<file path="src/rtl/ysyx_22040386_mem_arbiter_pkg.sv">
// Shared encodings for the IFU/MEMU memory-port arbiter.
package ysyx_22040386_mem_arbiter_pkg;

  typedef enum logic [1:0] {
    ST_IDLE = 2'd0,
    ST_REQ  = 2'd1,
    ST_WAIT = 2'd2
  } arb_state_e;

  typedef enum logic {
    OWN_IF = 1'b0,
    OWN_D  = 1'b1
  } arb_owner_e;

  localparam int STREAK_W = 4;

endpackage

</file>
<file path="src/rtl/ysyx_22040386_arb_streak.sv">
// Saturating count of back-to-back data grants taken while a fetch was waiting.
module ysyx_22040386_arb_streak
  import ysyx_22040386_mem_arbiter_pkg::*;
#(
  parameter int MAX = 4
) (
  input  logic clk,
  input  logic rst,
  input  logic inc,
  input  logic clr,
  output logic at_max
);

  localparam logic [STREAK_W-1:0] MAX_C = STREAK_W'(MAX);

  logic [STREAK_W-1:0] count;

  always_ff @(posedge clk or posedge rst) begin
    if (rst) begin
      count <= '0;
    end else if (clr) begin
      count <= '0;
    end else if (inc && count != MAX_C) begin
      count <= count + 1'b1;
    end
  end

  assign at_max = (count == MAX_C);

endmodule

</file>
<file path="src/rtl/ysyx_22040386_mem_arbiter.sv">
// Shares one memory port between instruction fetch and load/store, one transaction at a time.
// Data wins ties unless fetch has been passed over STREAK_MAX times in a row.
module ysyx_22040386_mem_arbiter
  import ysyx_22040386_mem_arbiter_pkg::*;
#(
  parameter int ADDR_W     = 64,
  parameter int DATA_W     = 64,
  parameter int STREAK_MAX = 4
) (
  input  logic                i_ARB_clk,
  input  logic                i_ARB_rst,
  input  logic                i_ARB_if_req,
  input  logic [ADDR_W-1:0]   i_ARB_if_addr,
  output logic                o_ARB_if_gnt,
  output logic                o_ARB_if_rvalid,
  output logic [DATA_W-1:0]   o_ARB_if_rdata,
  input  logic                i_ARB_d_req,
  input  logic                i_ARB_d_we,
  input  logic [ADDR_W-1:0]   i_ARB_d_addr,
  input  logic [DATA_W-1:0]   i_ARB_d_wdata,
  input  logic [DATA_W/8-1:0] i_ARB_d_wmask,
  output logic                o_ARB_d_gnt,
  output logic                o_ARB_d_rvalid,
  output logic [DATA_W-1:0]   o_ARB_d_rdata,
  output logic                o_ARB_m_valid,
  output logic                o_ARB_m_we,
  output logic [ADDR_W-1:0]   o_ARB_m_addr,
  output logic [DATA_W-1:0]   o_ARB_m_wdata,
  output logic [DATA_W/8-1:0] o_ARB_m_wmask,
  input  logic                i_ARB_m_ready,
  input  logic                i_ARB_m_rvalid,
  input  logic [DATA_W-1:0]   i_ARB_m_rdata
);

  arb_state_e          state, state_nxt;
  arb_owner_e          owner;
  logic                we_q;
  logic [ADDR_W-1:0]   addr_q;
  logic [DATA_W-1:0]   wdata_q;
  logic [DATA_W/8-1:0] wmask_q;
  logic                grant_if, grant_d;
  logic                streak_at_max;
  logic                resp;

  always_ff @(posedge i_ARB_clk or posedge i_ARB_rst) begin
    if (i_ARB_rst) state <= ST_IDLE;
    else           state <= state_nxt;
  end

  always_comb begin
    state_nxt = state;
    grant_if  = 1'b0;
    grant_d   = 1'b0;
    case (state)
      ST_IDLE: begin
        // Fetch only beats a pending data request once the streak is exhausted.
        if (i_ARB_d_req && !(i_ARB_if_req && streak_at_max)) begin
          grant_d   = 1'b1;
          state_nxt = ST_REQ;
        end else if (i_ARB_if_req) begin
          grant_if  = 1'b1;
          state_nxt = ST_REQ;
        end
      end
      ST_REQ:  if (i_ARB_m_ready)  state_nxt = ST_WAIT;
      ST_WAIT: if (i_ARB_m_rvalid) state_nxt = ST_IDLE;
      default: state_nxt = ST_IDLE;
    endcase
  end

  always_ff @(posedge i_ARB_clk or posedge i_ARB_rst) begin
    if (i_ARB_rst) begin
      owner   <= OWN_IF;
      we_q    <= 1'b0;
      addr_q  <= '0;
      wdata_q <= '0;
      wmask_q <= '0;
    end else if (grant_d) begin
      owner   <= OWN_D;
      we_q    <= i_ARB_d_we;
      addr_q  <= i_ARB_d_addr;
      wdata_q <= i_ARB_d_wdata;
      wmask_q <= i_ARB_d_wmask;
    end else if (grant_if) begin
      owner   <= OWN_IF;
      we_q    <= 1'b0;
      addr_q  <= i_ARB_if_addr;
      wdata_q <= '0;
      wmask_q <= '0;
    end
  end

  ysyx_22040386_arb_streak #(
    .MAX (STREAK_MAX)
  ) u_streak (
    .clk    (i_ARB_clk),
    .rst    (i_ARB_rst),
    .inc    (grant_d & i_ARB_if_req),
    .clr    (grant_if | (grant_d & ~i_ARB_if_req)),
    .at_max (streak_at_max)
  );

  assign o_ARB_if_gnt  = grant_if;
  assign o_ARB_d_gnt   = grant_d;
  assign o_ARB_m_valid = (state == ST_REQ);
  assign o_ARB_m_we    = we_q;
  assign o_ARB_m_addr  = addr_q;
  assign o_ARB_m_wdata = wdata_q;
  assign o_ARB_m_wmask = wmask_q;

  // Responses only count in WAIT; read data is zeroed for the side that does not own the bus.
  assign resp            = (state == ST_WAIT) && i_ARB_m_rvalid;
  assign o_ARB_if_rvalid = resp && (owner == OWN_IF);
  assign o_ARB_d_rvalid  = resp && (owner == OWN_D);
  assign o_ARB_if_rdata  = (state == ST_WAIT && owner == OWN_IF) ? i_ARB_m_rdata : '0;
  assign o_ARB_d_rdata   = (state == ST_WAIT && owner == OWN_D)  ? i_ARB_m_rdata : '0;

endmodule

</file>
<file path="config.mk">
export PLATFORM = sky130hd
export DESIGN_NAME = ysyx_22040386_mem_arbiter
export DESIGN_NICKNAME = d
export VERILOG_FILES = /design/src/rtl/ysyx_22040386_mem_arbiter_pkg.sv /design/src/rtl/ysyx_22040386_arb_streak.sv /design/src/rtl/ysyx_22040386_mem_arbiter.sv
export SDC_FILE = /design/constraint.sdc
export NUM_CORES = 1
export LEC_CHECK = 0
export ABC_CLOCK_PERIOD_IN_PS = 6400
export CORE_AREA = 2 2 211 213
export DETAILED_ROUTE_END_ITERATION = 8
export DIE_AREA = 0 0 213 215
export GPL_TIMING_DRIVEN = 0
export PLACE_DENSITY = 0.52
export SLEW_MARGIN = 20
export SYNTH_ARGS = -nofsm -noshare
export SYNTH_HDL_FRONTEND = slang
export SYNTH_HIERARCHICAL = 1
export SYNTH_SLANG_ARGS = --single-unit
export TNS_END_PERCENT = 5
</file>
<file path="constraint.sdc">
create_clock -name i_ARB_clk -period 6.4 [get_ports i_ARB_clk]
set_input_delay 1.28 -clock i_ARB_clk [delete_from_list [all_inputs] [get_ports i_ARB_clk]]
set_output_delay 1.28 -clock i_ARB_clk [all_outputs]
set_load 0.01 [all_outputs]
</file>
# Word level (Yosys, flattened, before mapping)
# Cells that the tools add are included.
# totals
romBits	0
ramBits	0
reg_bits	144
mem_count	0
latchBits	0
in_bits	271
# classes
mux	23
bitwise	5
magnitude_cmp	0
n_reduce_logical	13
multipliers	0
div_mod_pow	0
addsub	1
n_eq_ne	7
shift	0
# op_table
op	n
64-bit 2-to-1 mux	6
8-bit 2-to-1 mux	2
1-bit logical AND	8
1-bit 2-to-1 mux	8
2-bit 2-to-1 mux	4
4-bit 2-to-1 mux	2
2-bit case mux with 3 select lines	1
4-bit by 1-bit adder with 4-bit output (second input constant)	1
4-bit by 3-bit equality test with 1-bit output (second input constant)	1
4-bit by 3-bit inequality test with 1-bit output (second input constant)	1
2-bit nonzero test	2
3-bit inequality test (second input constant)	1
3-bit AND reduction	1
1-bit AND	2
2-bit by 1-bit equality test with 1-bit output (second input constant)	1
2-bit equality test (second input constant)	1
2-bit zero test	1
2-bit by 1-bit inequality test with 1-bit output (second input constant)	1
2-bit inequality test (second input constant)	1
1-bit NOT	2
1-bit zero test	1
1-bit bitwise OR	1

# Depth between registers and ports, before layout
# depth
depth_word	10
depth_mapped	11

# By module
# The synthesis kept the hierarchy.
# modules_own_cells
module	area_each_um2	n_inst	cells_per_inst
ysyx_22040386_mem_arbiter	7205.7	1	735
ysyx_22040386_arb_streak	237.7	1	25

# Least setup slack after synthesis
# Ideal clock, no wire load.
# synth_timing
path_kind	input-to-output
from	input i_ARB_if_req
to	output o_ARB_if_gnt
t_required_ns	5.120
path_stages	5
path_buffers	3
t_arrival_ns	2.335
slack_ns	2.785
path_cell_list	or3b_1 -> buf_2 -> buf_2 -> clkbuf_1 -> nor2_1
# synth_via
elab_chain_len	5
# synth_rtl
item	line	rtl
from (decl)	ysyx_22040386_mem_arbiter.sv:12	input logic i_ARB_if_req,
1-bit logical AND	ysyx_22040386_mem_arbiter.sv:57	if (i_ARB_d_req && !(i_ARB_if_req && streak_at_max)) begin
1-bit zero test	ysyx_22040386_mem_arbiter.sv:57	
1-bit logical AND	ysyx_22040386_mem_arbiter.sv:57	
1-bit 2-to-1 mux (*)	ysyx_22040386_mem_arbiter.sv:57	
1-bit 2-to-1 mux (*)	ysyx_22040386_mem_arbiter.sv:54	case (state)
to (decl)	ysyx_22040386_mem_arbiter.sv:14	output logic o_ARB_if_gnt,
# Every way passes the cells marked *; elsewhere a longest branch is shown, timed or not.

# Final worst setup path
# layout_timing
from	input i_ARB_if_req
to	output o_ARB_d_gnt
# layout_via
elab_chain_len	5
# layout_rtl
item	line	rtl
1-bit logical AND	ysyx_22040386_mem_arbiter.sv:57	
1-bit zero test	ysyx_22040386_mem_arbiter.sv:57	
1-bit logical AND	ysyx_22040386_mem_arbiter.sv:57	
1-bit 2-to-1 mux	ysyx_22040386_mem_arbiter.sv:57	
1-bit 2-to-1 mux	ysyx_22040386_mem_arbiter.sv:54	
to (decl)	ysyx_22040386_mem_arbiter.sv:22	output logic o_ARB_d_gnt,
# No other way between the ends.

==> flow_metrics.env <==
export IMPL_synth_cell_type_count=31
export IMPL_postSynthCellCount=760
export IMPL_slew_headroom=0.476
export IMPL_synth_top_area_frac=0.484
export IMPL_power_internal_mw=3.71
export IMPL_grt_use_total=0.156
export IMPL_grt_pass1_vias=8056
export IMPL_fin_crit_ps=5570
export IMPL_switching_share=0.368
export IMPL_yosys_area_top_type="dfrtp_1"
export IMPL_core_um2=43600
export IMPL_switchingPower_mw=2.16
export IMPL_post_cts_setup_buffers=0
export IMPL_max_stage_delay_ps=590
export IMPL_layout_drive_gt1_share=0.0923
export IMPL_vias=7869
export IMPL_cts_clk_slew_worst_paths_ps=60
export IMPL_grt_pass1_wl_um=52700
export IMPL_vias_per_cell=4.09
export IMPL_slowest_stage="clkdlybuf4s50_1"
export IMPL_placed_cells=1893
export IMPL_areaGrowthSynthToFinish_pct=92.0
export IMPL_max_freq_mhz=179
export IMPL_clock_tree_buffer_depth=2
export IMPL_htreeDepth=4
export IMPL_holdCritPathClass="reg2reg"
export IMPL_worst_pin_slew_ps=785
export IMPL_cp_top_family="buffers and inverters"
export IMPL_n_fill_cell=4574
export IMPL_reg2reg_depth=11
export IMPL_start_kind="input port"
export IMPL_clkPwrFrac=0.195
export IMPL_cts_hold_buf=0
export IMPL_rsz0062_at_grt="false"
export IMPL_final_cells=1926
export IMPL_power_mw=5.87
export IMPL_tritoncts="yes"
export IMPL_firstDrtPassIters=5
export IMPL_crit_arrival_ps=4290
export IMPL_gp_congestion=0.870
export IMPL_cts_root_buf="clkbuf_16"
export IMPL_numCtsBuffers=17
export IMPL_ys_ff_latch=144
export IMPL_holdPathEnd="owner"
export IMPL_min_period_over_period=0.871
export IMPL_die_w_um=213
export IMPL_setup_viol=0
export IMPL_rr_startpoint="u_streak/count[0]"
export IMPL_synth_seq_area_share=0.484
export IMPL_rows=77
export IMPL_cts_sinks=144
export IMPL_power_density_nw_per_um2=411
export IMPL_worstReg2RegEnd="u_streak/count[3]"
export IMPL_skew_ps=9.58
export IMPL_post_cts_resize_count=0
export IMPL_ff2ff_setup_slack_ps=3450
export IMPL_initialDrtViolationCount=292
export IMPL_io_pins=541
export IMPL_initial_utilization=0.171
export IMPL_p_leak_nw=5.88
export IMPL_crit_chain="clkdlybuf4s50_1, a21boi_0, clkbuf_1, nand2_2, inv_2, buf_2, buf_2, clkdlybuf4s50_1"
export IMPL_hp_start="owner"
export IMPL_peakVddDrop_mv=0.195
export IMPL_syn_nets=1033
export IMPL_seqCellArea_um2=3600
export IMPL_grt_max_degree=92
export IMPL_crit_type="in2out"
export IMPL_layout_common_cells="clkdlybuf4s50_1 (540), dfrtp_1 (144), and2_1 (130), nand3_1 (107), o21ai_0 (105)"
export IMPL_outcome="complete, no violations"
export IMPL_drt_wl_total_um=36900
export IMPL_ant_nets=0
export IMPL_maxCapViolCount=0
export IMPL_clkLatencyLatePin_ps=440
export IMPL_syn_area_um2=7440
export IMPL_dieArea_um2=45800
export IMPL_fin_nets=1593
export IMPL_routedWlPerCell_um=19.2
export IMPL_grt_overflow=0
export IMPL_portBuffers=540
export IMPL_crit_buf_inv=6
export IMPL_post_route_drc_count=0
export IMPL_drv_slew=0
export IMPL_grt_antenna_before_repair=3
export IMPL_synth_area_per_cell_um2=9.79
export IMPL_die_h_um=215
export IMPL_crit_required_ps=5120
export IMPL_hold_depth=2
export IMPL_post_dp_hpwl_um=29000
export IMPL_finalHoldViolCount=0
export IMPL_ys_warnings_count=6
export IMPL_cp_max_fo=10
export IMPL_final_common_cell="clkdlybuf4s50_1"
export IMPL_end_kind="primary output"
export IMPL_combPwrFrac=0.529
export IMPL_multi_input_area_um2=3510
export IMPL_seq_power_share=0.276
export IMPL_synth_area_leaders="dfrtp_1 (48%), and2_1 (11%), nand3_1 (7.2%)"
per-layer routing:
layer	wire, um	GRT usage
met1	14800	0.181
met5	13	0
met3	3350	0.0567
met2	17800	0.263
met4	947	0.0559
flip-flops by register name, indices dropped and copies added (netlist names):
register / flops
o_ARB_m_addr: 64
o_ARB_m_wdata: 64
o_ARB_m_wmask: 8
u_streak/count: 4
state: 2
o_ARB_m_we: 1
owner: 1
cell type report:
class / instances / area share
clock buffer: 20 / 0.0327
clock inverter: 12 / 0.0135
multi-input combinational: 541 / 0.246
sequential: 144 / 0.252
antenna: 1 / 0.000175
timing repair buffer: 541 / 0.380
tap: 592 / 0.0518
inverter: 8 / 0.00263
buffer: 67 / 0.0210
worst max path at each step:
stage / start / to / slack (ps) / depth (start not counted)
2_1_floorplan: i_ARB_rst / o_ARB_m_addr[0] / 1370 / 1
5_1_grt: i_ARB_if_req / o_ARB_d_gnt / 570 / 8
3_5_place_dp: i_ARB_if_req / o_ARB_d_gnt / 700 / 8
4_1_cts: i_ARB_if_req / o_ARB_d_gnt / 700 / 8
6_report: i_ARB_if_req / o_ARB_d_gnt / 830 / 8
3_3_place_gp: i_ARB_rst / o_ARB_m_addr[21] / -1490 / 2
metrics by stage:
stage / worst slack [ps] / hold WS (ps) / setup TNS (ps) / area, um^2 / util
5_1_grt: 572 / 545 / 0 / 14300 / 0.327
4_1_cts: 698 / 513 / 0 / 14300 / 0.327
3_5_place_dp: 699 / 498 / 0 / 13600 / 0.312
3_3_place_gp: -1490 / 486 / -202530 / 13600 / 0.311
6_report: 828 / 506 / 0 / 14300 / 0.327
2_1_floorplan: 1370 / 463 / 0 / 7440 / -
cells by family (layout without fill, tap and decap cells):
kind of cell	Yosys count	count (layout)	synth area share
AO/OA/AOI/OAI	115	115	0.0798
adder cells (fa/ha/maj)	2	2	0.00336
buffers and inverters	75	648	0.0444
flip-flops	144	144	0.484
multiplexers	97	97	0.157
other	0	1	0
AND/OR/NAND/NOR	327	327	0.232
power groups by stage:
| stage | logic (mW) | registers [mW] | clock network (mW) |
|---|---|---|---|
| after CTS | 3.16 | 1.62 | 1.19 |
| after global placement | 3.13 | 1.61 | 0 |
| after global routing | 3.36 | 1.67 | 1.22 |
| after detailed placement | 3.15 | 1.62 | 0 |
| final | 3.10 | 1.62 | 1.15 |
| after floorplan | 1.18 | 1.80 | 0 |
synth_stat cells:
cell type,number
or3_1,1
nand2_1,76
mux2_2,33
o2bb2ai_1,1
ha_1,2
or3b_1,1
and3_1,2
buf_2,15
nor3_1,1
buf_1,1
a21boi_0,1
mux2_4,30
buf_6,4
nand2_2,1
a21o_2,2
and2_1,130
dfrtp_1,144
a31oi_1,1
inv_1,6
nand4_1,1
inv_2,2
mux2i_1,31
clkbuf_1,47
o311ai_0,1
nand3b_4,1
mux2_1,3
nand2b_1,1
nor2_1,5
o21ai_0,105
nand3_1,107
a21oi_1,4
worst min-delay path: cells and delay by family (launching register included):
kind          cells  cell delay, ps
simple gates      2             120
flops             1             360
No activity file was read; power rests on OpenSTA's default activity.
